## src/rtl/urv_defs_pkg.sv

```systemverilog
// urv_defs: shared CSR addresses, bit indices, cause codes and FSM encodings for the trap controller.
package urv_defs;
  localparam logic [11:0] CSR_MSTATUS = 12'h300;
  localparam logic [11:0] CSR_MIE = 12'h304;
  localparam logic [11:0] CSR_MTVEC = 12'h305;
  localparam logic [11:0] CSR_MEPC = 12'h341;
  localparam logic [11:0] CSR_MCAUSE = 12'h342;
  localparam logic [11:0] CSR_MIP = 12'h344;
  localparam int MSTATUS_MIE = 3;
  localparam int MSTATUS_MPIE = 7;
  localparam int IRQ_MT = 7;
  localparam int IRQ_ME = 11;
  localparam logic [3:0] CAUSE_MEXT = 4'd11;
  localparam logic [3:0] CAUSE_MTIMER = 4'd7;
  typedef enum logic {RUN = 1'b0, FLUSH = 1'b1} state_t;
endpackage

```

## src/rtl/urv_trap_ctrl.sv

```systemverilog
// urv_trap_ctrl: machine-mode CSRs, interrupt/exception arbitration and trap redirect.
// Timer interrupt support is compiled in only when URV_TIMER_IRQ_EN is defined.
module urv_trap_ctrl
  import urv_defs::*;
#(
  parameter logic [31:0] g_mtvec_reset = 32'h0000_0100
) (
  input  logic        clk_i,
  input  logic        rst_n_i,
  input  logic        x_stall_i,
  input  logic        x_kill_i,
  input  logic        x_valid_i,
  input  logic [31:0] x_pc_i,
  input  logic        x_is_csr_i,
  input  logic [11:0] x_csr_sel_i,
  input  logic [31:0] x_csr_write_value_i,
  input  logic        x_exception_i,
  input  logic [3:0]  x_exception_cause_i,
  input  logic        x_is_mret_i,
  input  logic        irq_i,
  input  logic        timer_tick_i,
  output logic [31:0] csr_mstatus_o,
  output logic [31:0] csr_mip_o,
  output logic [31:0] csr_mie_o,
  output logic [31:0] csr_mtvec_o,
  output logic [31:0] csr_mepc_o,
  output logic [31:0] csr_mcause_o,
  output logic        x_trap_o,
  output logic [31:0] x_trap_pc_o
);
  logic commit, run, exc_trap, ext_irq, tmr_irq, trap, csr_we, mret_en;
  logic st_mie, st_mpie, mie_meie, mie_mtie, mip_meip, mip_mtip, mcause_irq;
  logic [31:2] mtvec, mepc;
  logic [3:0] mcause_code;
  logic [31:0] wv;
  state_t state;
  logic unused;

  assign wv = x_csr_write_value_i;
  assign commit = x_valid_i & ~x_stall_i & ~x_kill_i;
  assign run = state == RUN;
  assign exc_trap = commit & x_exception_i;
  assign ext_irq = commit & st_mie & mie_meie & mip_meip;
  assign tmr_irq = commit & st_mie & mie_mtie & mip_mtip;
  assign trap = run & (exc_trap | ext_irq | tmr_irq);
  assign csr_we = run & commit & x_is_csr_i & ~trap;
  assign mret_en = run & commit & x_is_mret_i & ~trap;
  assign unused = ^{x_pc_i[1:0], wv[30:12], wv[10:8], wv[6:4], wv[2:0], timer_tick_i};

`ifdef URV_TIMER_IRQ_EN
  // A tick arriving with a clearing mip write keeps MTIP set.
  always_ff @(posedge clk_i or negedge rst_n_i) begin
    if (!rst_n_i) begin
      mip_mtip <= 1'b0;
      mie_mtie <= 1'b0;
    end else begin
      if (timer_tick_i) mip_mtip <= 1'b1;
      else if (csr_we && x_csr_sel_i == CSR_MIP && !wv[IRQ_MT]) mip_mtip <= 1'b0;
      if (csr_we && x_csr_sel_i == CSR_MIE) mie_mtie <= wv[IRQ_MT];
    end
  end
`else
  assign mip_mtip = 1'b0;
  assign mie_mtie = 1'b0;
`endif

  always_ff @(posedge clk_i or negedge rst_n_i) begin
    if (!rst_n_i) begin
      state <= RUN;
      x_trap_o <= 1'b0;
      mip_meip <= 1'b0;
      st_mie <= 1'b0;
      st_mpie <= 1'b0;
      mie_meie <= 1'b0;
      mtvec <= g_mtvec_reset[31:2];
      mepc <= '0;
      mcause_irq <= 1'b0;
      mcause_code <= '0;
    end else begin
      mip_meip <= irq_i;
      x_trap_o <= trap;
      state <= trap ? FLUSH : RUN;
      if (trap) begin
        mepc <= x_pc_i[31:2];
        mcause_irq <= ~exc_trap;
        mcause_code <= exc_trap ? x_exception_cause_i : ext_irq ? CAUSE_MEXT : CAUSE_MTIMER;
        st_mpie <= st_mie;
        st_mie <= 1'b0;
      end else if (mret_en) begin
        st_mie <= st_mpie;
        st_mpie <= 1'b1;
      end else if (csr_we) begin
        if (x_csr_sel_i == CSR_MSTATUS) begin
          st_mie <= wv[MSTATUS_MIE];
          st_mpie <= wv[MSTATUS_MPIE];
        end
        if (x_csr_sel_i == CSR_MIE) mie_meie <= wv[IRQ_ME];
        if (x_csr_sel_i == CSR_MTVEC) mtvec <= wv[31:2];
        if (x_csr_sel_i == CSR_MEPC) mepc <= wv[31:2];
        if (x_csr_sel_i == CSR_MCAUSE) begin
          mcause_irq <= wv[31];
          mcause_code <= wv[3:0];
        end
      end
    end
  end

  always_comb begin
    csr_mstatus_o = '0;
    csr_mstatus_o[MSTATUS_MIE] = st_mie;
    csr_mstatus_o[MSTATUS_MPIE] = st_mpie;
    csr_mie_o = '0;
    csr_mie_o[IRQ_ME] = mie_meie;
    csr_mie_o[IRQ_MT] = mie_mtie;
    csr_mip_o = '0;
    csr_mip_o[IRQ_ME] = mip_meip;
    csr_mip_o[IRQ_MT] = mip_mtip;
    csr_mtvec_o = {mtvec, 2'b00};
    csr_mepc_o = {mepc, 2'b00};
    csr_mcause_o = {mcause_irq, 27'b0, mcause_code};
  end

  assign x_trap_pc_o = csr_mtvec_o;
endmodule

```

## config.mk

```make
export PLATFORM = sky130hd
export DESIGN_NAME = urv_trap_ctrl
export DESIGN_NICKNAME = d
export VERILOG_FILES = /design/src/rtl/urv_defs_pkg.sv /design/src/rtl/urv_trap_ctrl.sv
export SDC_FILE = /design/constraint.sdc
export NUM_CORES = 1
export LEC_CHECK = 0
export ABC_AREA = 1
export CAP_MARGIN = 20
export CELL_PAD_IN_SITES_DETAIL_PLACEMENT = 1
export CELL_PAD_IN_SITES_GLOBAL_PLACEMENT = 1
export CORE_MARGIN = 4
export CORE_UTILIZATION = 24
export DETAILED_ROUTE_END_ITERATION = 8
export HOLD_SLACK_MARGIN = 0.15
export PLACE_DENSITY_LB_ADDON = 0.1
export SYNTH_ARGS = -nofsm -noshare
export SYNTH_HDL_FRONTEND = slang
export SYNTH_SLANG_ARGS = --single-unit
```

## constraint.sdc

```tcl
create_clock -name clk_i -period 2 [get_ports clk_i]
set_input_delay 0.4 -clock clk_i [delete_from_list [all_inputs] [get_ports clk_i]]
set_output_delay 0.4 -clock clk_i [all_outputs]
set_load 0.01 [all_outputs]
```

==> results.toml, run 1 <==
[critical_path]
cp_slowest_cell = "dfstp_2"
path_buf_inv = 1
cp_max_fo = 3
path_delay_family = "flip-flops"
crit_path_end_kind = "output pin"
crit_chain = "clkdlybuf4s50_1"
worstPathRequired_ns = 1.60
path_class = "reg2out"
cp.arrival_ns = 1.46
worstSetupStartpointType = "flip-flop"
cp_slowest_stage_delay_ns = 0.58

[power]
p_sw_share_pct = 27.1
power.switching_uw = 1110
p_per_area_nw_per_um2 = 605
vdd_drop_max_v = 0.000405
seq_power_share_pct = 38.3
intPower_uw = 2980
pwr-share-clk_pct = 41.2
combPwrFrac_pct = 20.5
p_leak_uw = 0.00345

[timing]
finalHoldViolCount = 0
setup_ws_ns = 0.136
setup_viol = 0
skew_ns = 0.00730
fin_crit_ns = 1.86
max_freq_mhz = 536
rsz0062_at_grt = "false"
fin_hold_ws_ns = 0.469
final_max_slew_viol_count = 0
fin_crit_sh_pct = 93.2

[synth]
synth.avg_cell_area_um2 = 7.45
netlist_instances = 636
ys_ff_latch = 70
ys_seq_area_share_pct = 37.0
ys_types = 22
yosys_warnings = 0
syn_area_um2 = 4740

[global_route]
grt_antenna_before_repair = 0
grt-ovfl-total = 0
grt_pass1_wl_mm = 26.0
grt_pass1_vias = 4607
grt_max_degree = 31
grtUsageTotal_pct = 15.1

[placement]
gp_congestion = 0.785
place_area_um2 = 6450
hpwl_mm = 13.5
dp_slack_ns = -0.172
dpl.cell_count = 1057
port-buffer-count = 186

[layout]
final_nets = 894
layoutNonFillerInstCount = 1073
drive_gt1_share_pct = 7.80
multi_input_area_um2 = 2070
fill_cells = 2389
design_area_um2 = 6770
seqCellArea_um2 = 1750
post-route-util_pct = 34.8
diodes = 0
area_growth_pct = 42.8

[route]
postRouteAntennaNets = 0
wire_per_inst_um = 15.9
route.detailed.drc = 0
wirelength_mm = 17.0
drt_iter0_markers = 118
via_per_inst = 4.09
first_pass_iters = 4
vias = 4386

[outcome]
outcome = "complete, no violations"

[clock_network]
clk_latency_ns = 0.33
ctsHtreeMaxLevel = 3
cts.path.max_buffers = 2
clock_tree.root_cell = "clkbuf_16"
cts_buffers = 9
cts_sinks = 70
post-cts-setup-buffer-count = 0
clkTransAtPathRegs_ns = 0.06
cts_tree = "yes"

[hold_path]
hold_class = "reg2reg"

[floorplan]
die-area_um2 = 22100
rows = 51
start_util_pct = 24.3
die_x_um = 149
die_h_um = 149
core-area_um2 = 19500
ios = 315

[flow_run]
drv_cap = 0
## path summary, 6_finish.rpt
check,from,to,slack (ns),cells after the start
max,mtvec[8],csr_mtvec_o[8],0.14,1
min,mepc[6],mepc[6],0.47,2
max reg2reg,st_mie,mtvec[29],0.38,8
min reg2reg,mepc[6],mepc[6],0.47,2
max in group asynchronous,rst_n_i,mepc[24],0.85,3
min in group asynchronous,rst_n_i,mtvec[13],0.57,2
## cells in the final DEF (no fill, tap or decap)
master           synthesis  final
nand3_1                 75     75
clkbuf_16                0      9
nand3_2                  1      1
nor3_2                   0      1
inv_2                    1      1
nand2_1                225    225
nor3_1                   2      1
conb_1                   1    125
clkbuf_1                10      1
nand2_2                  2      2
buf_12                   0      9
dlygate4sd3_1            0      1
nand3b_1                 3      3
dfrtp_1                 69     69
or2_2                    1      1
bufinv_16                0      2
dfstp_2                  1      1
nor3b_2                  0      1
buf_4                  163     28
o21ai_0                  1      1
inv_1                   15     15
o21ai_4                  0      1
clkdlybuf4s50_1          0    185
nand4_1                 32     32
o21ai_2                  1      1
clkinv_2                 0      3
nor2_4                   2      2
nor2_1                  12     12
## metrics by stage
| stage | total power [µW] | setup TNS [ns] |
|---|---|---|
| 3_5_place_dp | 2440 | -8.76 |
| 2_1_floorplan | 2090 | 0 |
| 3_3_place_gp | 2430 | -5.77 |
| 6_report | 4090 | 0 |
| 4_1_cts | 4170 | 0 |
| 5_1_grt | 4300 | 0 |
## cells in the mapped netlist
cell / number / area share (%)
o21ai_1: 1 / 0.11
dfstp_2: 1 / 0.55
nand3_1: 75 / 7.9
nor2_4: 2 / 0.48
nand4_1: 32 / 4.2
buf_4: 163 / 26
nand3b_1: 3 / 0.48
nand2_1: 225 / 18
conb_1: 1 / 0.079
clkbuf_1: 10 / 0.79
inv_1: 15 / 1.2
o21ai_2: 1 / 0.18
buf_2: 17 / 1.8
nor3_1: 2 / 0.21
nand2_2: 2 / 0.26
nor3b_1: 1 / 0.16
o21ai_0: 1 / 0.11
nor2_1: 12 / 0.95
or2_2: 1 / 0.13
inv_2: 1 / 0.079
nand3_2: 1 / 0.21
dfrtp_1: 69 / 36
## power groups by stage
stage / clock network [µW] / registers [µW] / logic [µW]
after CTS: 1750 / 1570 / 849
final: 1690 / 1570 / 840
after global placement: 0 / 1600 / 831
after global routing: 1790 / 1580 / 928
after floorplan: 0 / 1610 / 479
after detailed placement: 0 / 1590 / 844
## per-layer routing
| layer | up-vias | GRT usage, % | part of all wire [%] |
|---|---|---|---|
| li1 | 2081 | - | - |
| met1 | 2097 | 19.3 | 43 |
| met2 | 192 | 25.5 | 49 |
| met3 | 16 | 3.56 | 6.7 |
| met4 | 0 | 4.11 | 1.2 |
| met5 | - | 0 | 0 |
## flip-flops by register name, summed over array words and instances (netlist names)
signal / count
mepc: 30
mip_meip: 1
mie_meie: 1
st_mie: 1
state: 1
mtvec: 30
st_mpie: 1
mcause_code: 4
mcause_irq: 1
## cell families after synthesis
kind of cell	Yosys count	synth area share [%]
simple gates	356	32.8
compound gates	3	0.396
buf+inv	206	29.7
other cells	1	0.0791
flops	70	37.0
## repair_timing
item / CTS / global route
resized for setup: 0 / 0
hold buffers: 1 / 0
endpoints found under the setup margin: 0 / 0
endpoints found under the hold margin: 25 / 0
## final cells by class
cell class / count / share of cell area, %
flip-flops and latches: 70 / 25.9
multi-input cells: 484 / 30.5
clock inverters: 5 / 1.11
repair buffers: 223 / 33.3
well taps: 265 / 4.90
inverters: 16 / 0.888
clock buffers: 10 / 3.38
Power figures use the tool's default switching activity.
==> inputs of run 2 (changes only) <==
- TNS_END_PERCENT: default -> 1
==> results of run 2 <==
Same layout as run 1: the final DEF is identical, and so are final timing and power.
